$ cat config.mk
export PLATFORM = sky130hd
export DESIGN_NAME = vga_fb_arbiter
export DESIGN_NICKNAME = d
export VERILOG_FILES = /design/src/rtl/vga_fb_arbiter.sv
export SDC_FILE = /design/constraint.sdc
export NUM_CORES = 1
export LEC_CHECK = 0
export BUFFER_PORTS_ARGS = -buffer_cell sky130_fd_sc_hd__buf_2
export CAP_MARGIN = 30
export CELL_PAD_IN_SITES_DETAIL_PLACEMENT = 1
export CELL_PAD_IN_SITES_GLOBAL_PLACEMENT = 1
export CORE_UTILIZATION = 38
export DETAILED_ROUTE_END_ITERATION = 8
export PLACE_DENSITY_LB_ADDON = 0.1
export SLEW_MARGIN = 5
export SYNTH_ARGS = -nofsm -noshare
export SYNTH_HDL_FRONTEND = slang
export SYNTH_SLANG_ARGS = --single-unit
$ cat constraint.sdc
create_clock -name clk -period 10.7 [get_ports clk]
set_input_delay 1.605 -clock clk [delete_from_list [all_inputs] [get_ports clk]]
set_output_delay 1.605 -clock clk [all_outputs]
set_load 0.01 [all_outputs]
$ cat src/rtl/vga_fb_arbiter.sv
// vga_fb_arbiter: shares one single-port 160x120x8 framebuffer RAM between the
// VGA scan-out (hard priority, slot 0 of each pixel period) and a single pixel
// writer that fills every other memory cycle. Produces the 4x4-upscaled pixel
// for the 640x480 visible area.
module vga_fb_arbiter #(
  parameter int FB_W        = 160,
  parameter int FB_H        = 120,
  parameter int H_VIS_START = 144,
  parameter int V_VIS_START = 35
) (
  input  logic        clk,
  input  logic        rst,
  input  logic        pix_ce,
  input  logic [15:0] haddress,
  input  logic [15:0] vaddress,
  input  logic        wr_req,
  input  logic [14:0] wr_addr,
  input  logic [7:0]  wr_data,
  output logic        wr_ack,
  output logic        wr_err,
  output logic [14:0] mem_addr,
  output logic        mem_we,
  output logic [7:0]  mem_wdata,
  input  logic [7:0]  mem_rdata,
  output logic [7:0]  pixel_out,
  output logic        frame_start
);

  localparam int FB_SIZE   = FB_W * FB_H;
  localparam int H_VIS_LEN = FB_W * 4;
  localparam int V_VIS_LEN = FB_H * 4;

  // Slot counter: forced to 0 by pix_ce, then counts up and parks at 3 so a
  // late pix_ce never produces a spurious display slot.
  logic [1:0]  slot_q, slot_cur, slot_nxt;

  // Last presented address/data, held through idle cycles.
  logic [14:0] addr_q;
  logic [7:0]  wdata_q;

  logic        err_q;
  logic        disp_pend;   // a display read was issued last cycle
  logic        load_pend;   // a slot-0 cycle happened last cycle
  logic [7:0]  pix_q;

  // Visible-area position relative to the first visible count.
  logic [15:0] hx, vy;
  logic        h_vis, v_vis, visible;
  logic [7:0]  col;
  logic [6:0]  row;
  logic [14:0] disp_addr;
  logic        unused_bits;

  logic        disp_rd;
  logic        wr_go;
  logic        wr_ok;

  assign hx = haddress - 16'(H_VIS_START);
  assign vy = vaddress - 16'(V_VIS_START);

  // Subtraction wraps below the start count, so the lower bound is checked
  // on the raw count and the upper bound on the offset.
  assign h_vis   = (haddress >= 16'(H_VIS_START)) && (hx < 16'(H_VIS_LEN));
  assign v_vis   = (vaddress >= 16'(V_VIS_START)) && (vy < 16'(V_VIS_LEN));
  assign visible = h_vis && v_vis;

  // Quarter-resolution coordinates; only meaningful while visible.
  assign col = hx[9:2];
  assign row = vy[8:2];

  // row*160 + col built from shifts to avoid a multiplier.
  assign disp_addr = ({8'd0, row} << 7) + ({8'd0, row} << 5) + {7'd0, col};

  assign unused_bits = ^{hx[15:10], hx[1:0], vy[15:9], vy[1:0]};

  // Slot 0 is the pix_ce cycle itself; the register tracks the following slots.
  assign slot_cur = pix_ce ? 2'd0 : slot_q;
  assign slot_nxt = (slot_cur == 2'd3) ? 2'd3 : slot_cur + 2'd1;

  // Display read owns slot 0 when visible; the writer takes any other cycle.
  assign disp_rd = !rst && pix_ce && visible;
  assign wr_go   = !rst && wr_req && !disp_rd;
  assign wr_ok   = (wr_addr < 15'(FB_SIZE));

  // Memory port and handshake outputs, resolved in the same cycle as the request.
  always_comb begin
    wr_ack      = 1'b0;
    mem_we      = 1'b0;
    mem_addr    = addr_q;
    mem_wdata   = wdata_q;
    frame_start = 1'b0;
    if (rst) begin
      mem_addr  = 15'd0;
      mem_wdata = 8'd0;
    end else begin
      frame_start = pix_ce && (haddress == 16'd0) && (vaddress == 16'd0);
      if (disp_rd) begin
        mem_addr = disp_addr;
      end else if (wr_go) begin
        wr_ack = 1'b1;
        if (wr_ok) begin
          mem_we    = 1'b1;
          mem_addr  = wr_addr;
          mem_wdata = wr_data;
        end
      end
    end
  end

  // Slot counter, held address/data, sticky error and read-pipeline flags.
  always_ff @(posedge clk) begin
    if (rst) begin
      slot_q    <= 2'd3;
      addr_q    <= 15'd0;
      wdata_q   <= 8'd0;
      err_q     <= 1'b0;
      disp_pend <= 1'b0;
      load_pend <= 1'b0;
    end else begin
      slot_q    <= slot_nxt;
      addr_q    <= mem_addr;
      wdata_q   <= mem_wdata;
      disp_pend <= disp_rd;
      load_pend <= pix_ce;
      if (wr_go && !wr_ok) err_q <= 1'b1;
    end
  end

  // Pixel register: RAM data one cycle after a display read, black after a
  // blanking slot 0, otherwise held for the rest of the pixel period.
  always_ff @(posedge clk) begin
    if (rst) begin
      pix_q <= 8'd0;
    end else if (load_pend) begin
      pix_q <= disp_pend ? mem_rdata : 8'd0;
    end
  end

  assign pixel_out = pix_q;
  assign wr_err    = err_q;

endmodule

==> summary.md <==
| Metric | Value |
|---|---|
| Cells after Synth | `~290` |
| WL per Instance | `14.28 microns` |
| Worst endpoint required time | `9.10 ns` |
| DRT met1 WL | `2995 microns` |
| IO buf count | `101` |
| Skew-Pair Late Insertion Delay | `around 0.28 ns` |
| Largest net degree at the start of global routing | `51` |
| Multi-input combinational cell area | `between 0.0015 and 0.002 sq mm` |
| Mux contribution to synthesized area | `around a fifth` |
| Std-Cell Rows | `29` |
| Startpoint types | `input pin` |
| Final Skew | `around 0.0034 ns` |
| Worst hold path startpoint | `wr_err$_SDFFE_PP0P_` |
| Post-route ant nets | `0` |
| Post-Synth Simple-Gate Area | `between 20% and 30%` |
| Clk slew on worst S/H paths | `0.07 ns` |
| Area Overhead vs Synth | `26.31%` |
| Yosys cell types | `47` |
| Adder-Cell Fraction of Synth Area | `under 10%` |
| Pwr dens | `~110 mW/mm^2` |
| Highest-count cells in the layout ignoring fill and taps | `buf_2 (101), nor2_1 (44), dfxtp_1 (34), nor2b_1 (21), ha_1 (16)` |
| GRT Util Overall | `about a fifth` |
| Beginning of the critical path | `haddress[4]` |
| Die Y | `~84 microns` |
| Vias in the first global route | `approximately 2500` |
| Post-Syn Area | `0.002535 sq mm` |
| H-tree depth | `2` |
| PostCTS Resize Cnt | `0` |
| Clock buffer depth | `2` |
| Syn avg cell area | `between 8 and 9 sq um` |
| Total number of vias | `2426` |
| N_diodes | `0` |
| Part of the Yosys area used for sequential elements | `26.85%` |
| Routed WL | `around 6600 microns` |
| Flops & latches, synth | `34` |
| Total core area | `~0.0064 sq mm` |
| Number of remaining DRC errors | `0` |
| RSZ-0062 raised after global routing | `no` |
| P_leak | `0.001491 uW` |
| Maximum VDD drop | `between 0.06 and 0.07 mV` |
| CP Max Fanout | `7` |
| Setup Fix Bufs, Post-CTS | `0` |
| Final setup TNS | `0 ns` |
| Hold bufs inserted after CTS | `0` |
| Max-slew headroom | `a little under two fifths` |
| Num CTS Buffers | `5` |
| DRT Pass-1 Iters | `4` |
| Reg2reg start | `load_pend$_SDFF_PP0_` |
| Share of cells above drive strength 1 | `between 30% and 40%` |
| GP Congestion | `0.8412` |
| Root Buffer | `clkbuf_8` |
| First-pass GRT wire length | `around 11000 microns` |
| CTS sink cnt | `34` |
| Avg Vias per Cell | `5.251` |
| Layout Nets | `approximately 470` |
| Hold WC Path Type | `register to register` |
| Maxcap violations | `0` |
| Area leader, netlist | `dfxtp_1` |
| Initial antenna violation count | `0` |
| Chip Width | `~84 microns` |
| Status | `complete, no violations` |
| Largest family of logic cells by synthesized area | `simple AND/OR/NAND/NOR gates` |
| Initial core utilization | `between 30% and 40%` |
| Met2 WL | `between 3000 and 4000 microns` |
| Synth top area share | `between 20% and 30%` |
| Hpwl dp | `5324 microns` |
| WL met3 | `~270 microns` |
| Fmax | `roughly 160 MHz` |
| XOR/XNOR Fraction of Synth Area | `5.183%` |
| Final hold vios | `0` |
| Gr ovfl total | `0` |
| Crit end category | `output port` |
| I/O Pins | `~100` |
| Sequential cell area | `roughly 680 sq um` |
| Min Tclk post-route | `6.363 ns` |
| DR iter-0 viols | `29` |
| Most area-consuming cells after synthesis | `dfxtp_1 (27%), ha_1 (7.9%), nor2_1 (6.5%)` |
| Critical path arrival | `~4.8 ns` |
| Fin. max-slew vios | `0` |
| Syn nets | `373` |
| Finish-stage setup viols | `0` |
| Top layer in use | `met4` |
| Ys Warns | `0` |
| Crit Path Class | `input pin to output port` |
| Final period utilization | `between 50% and 60%` |
| Die area | `around 0.0070 sq mm` |
| Commonest non-fill, non-tap cell in the layout | `buf_2` |
| CTS tree | `yes` |
| Layout Utilization | `approximately 50%` |
| Slew @ Worst Pin | `roughly 0.94 ns` |
| Compound-Gate Fraction of Synth Area | `approximately 13%` |
| FILL cells | `between 800 and 900` |
[path summary, 6_finish.rpt]
| path | endpoint | slack [ns] | depth (start not counted) |
|---|---|---|---|
| max | mem_addr[14] | 4.34 | 17 |
| min | wr_err$_SDFFE_PP0P_ | 0.45 | 2 |
| max reg2reg | pixel_out[2]$_SDFFE_PP0P_ | 9.56 | 3 |
| min reg2reg | wr_err$_SDFFE_PP0P_ | 0.45 | 2 |
[layer usage]
metal,global-route usage (%),vias to the layer above
met5,0,-
met4,4.622,0
met3,2.572,4
met2,34.89,70
met1,23.47,1144
li1,-,1208
[kinds of logic after synthesis]
family	count (synthesis)
XOR/XNOR	15
flip-flops	34
multiplexers	43
AO/OA/AOI/OAI	48
AND/OR/NAND/NOR	108
adder cells (fa/ha/maj)	18
buffers and inverters	22
[worst max-delay path, stage by stage]
cell      delay, ns
buf_2          0.14
inv_1          0.10
ha_1           0.21
nor2b_1        0.23
nand2b_1       0.19
xor2_1         0.18
ha_1           0.25
ha_1           0.24
fa_1           0.44
a211oi_1       0.24
o21bai_1       0.11
a21oi_1        0.23
nor2b_1        0.07
o21ai_0        0.14
mux2_1         0.17
nor2_1         0.04
buf_2          0.18
[sequential cells by signal (all words and copies together), names as in the netlist]
register	cells
addr_q	15
pixel_out	8
wdata_q	8
disp_pend	1
load_pend	1
wr_err	1
[through the flow]
step | hold WS, ns | cells | power, uW | setup slack (ns) | instance area, sq um
after floorplan | 0.4696 | 288 | 210.1 | 4.831 | 2535
after global placement | 0.4329 | 454 | 247.2 | 4.469 | 3093
after detailed placement | 0.4399 | 454 | 250.2 | 4.361 | 3093
after CTS | 0.4520 | 462 | 368.7 | 4.324 | 3202
after global routing | 0.4740 | 462 | 385.2 | 3.952 | 3202
final | 0.4464 | 462 | 362.9 | 4.337 | 3202
[Yosys cell counts, drive strengths merged]
cell,instances
nor2,44
dfxtp,34
mux2,30
nor2b,22
ha,16
a21oi,15
mux2i,13
nand2,10
o21ai,10
xor2,9
inv,8
nor3,8
buf,7
clkbuf,7
a211oi,6
xnor2,6
nand3,5
nand2b,4
nor4,4
nand3b,3
and2,2
fa,2
o22ai,2
o2bb2ai,2
o311ai,2
o31ai,2
or4,2
a2111o,1
a2111oi,1
a211o,1
a21o,1
a311oi,1
nand4,1
nand4b,1
nor3b,1
nor4b,1
o211ai,1
o21bai,1
o31a,1
o32a,1
[where the power goes]
group	switching, uW	internal (uW)
Clock	47.0	68.5
Combinational	62.3	52.6
Sequential	1.41	131
[final cells by class]
class / count / area share (%)
sequential: 34 / 21.26
clock inverter: 3 / 1.250
multi-input combinational: 232 / 55.14
tap: 77 / 3.009
inverter: 8 / 0.9379
timing repair buffer: 103 / 16.26
clock buffer: 5 / 2.149
No activity file was read; power rests on OpenSTA's default activity.
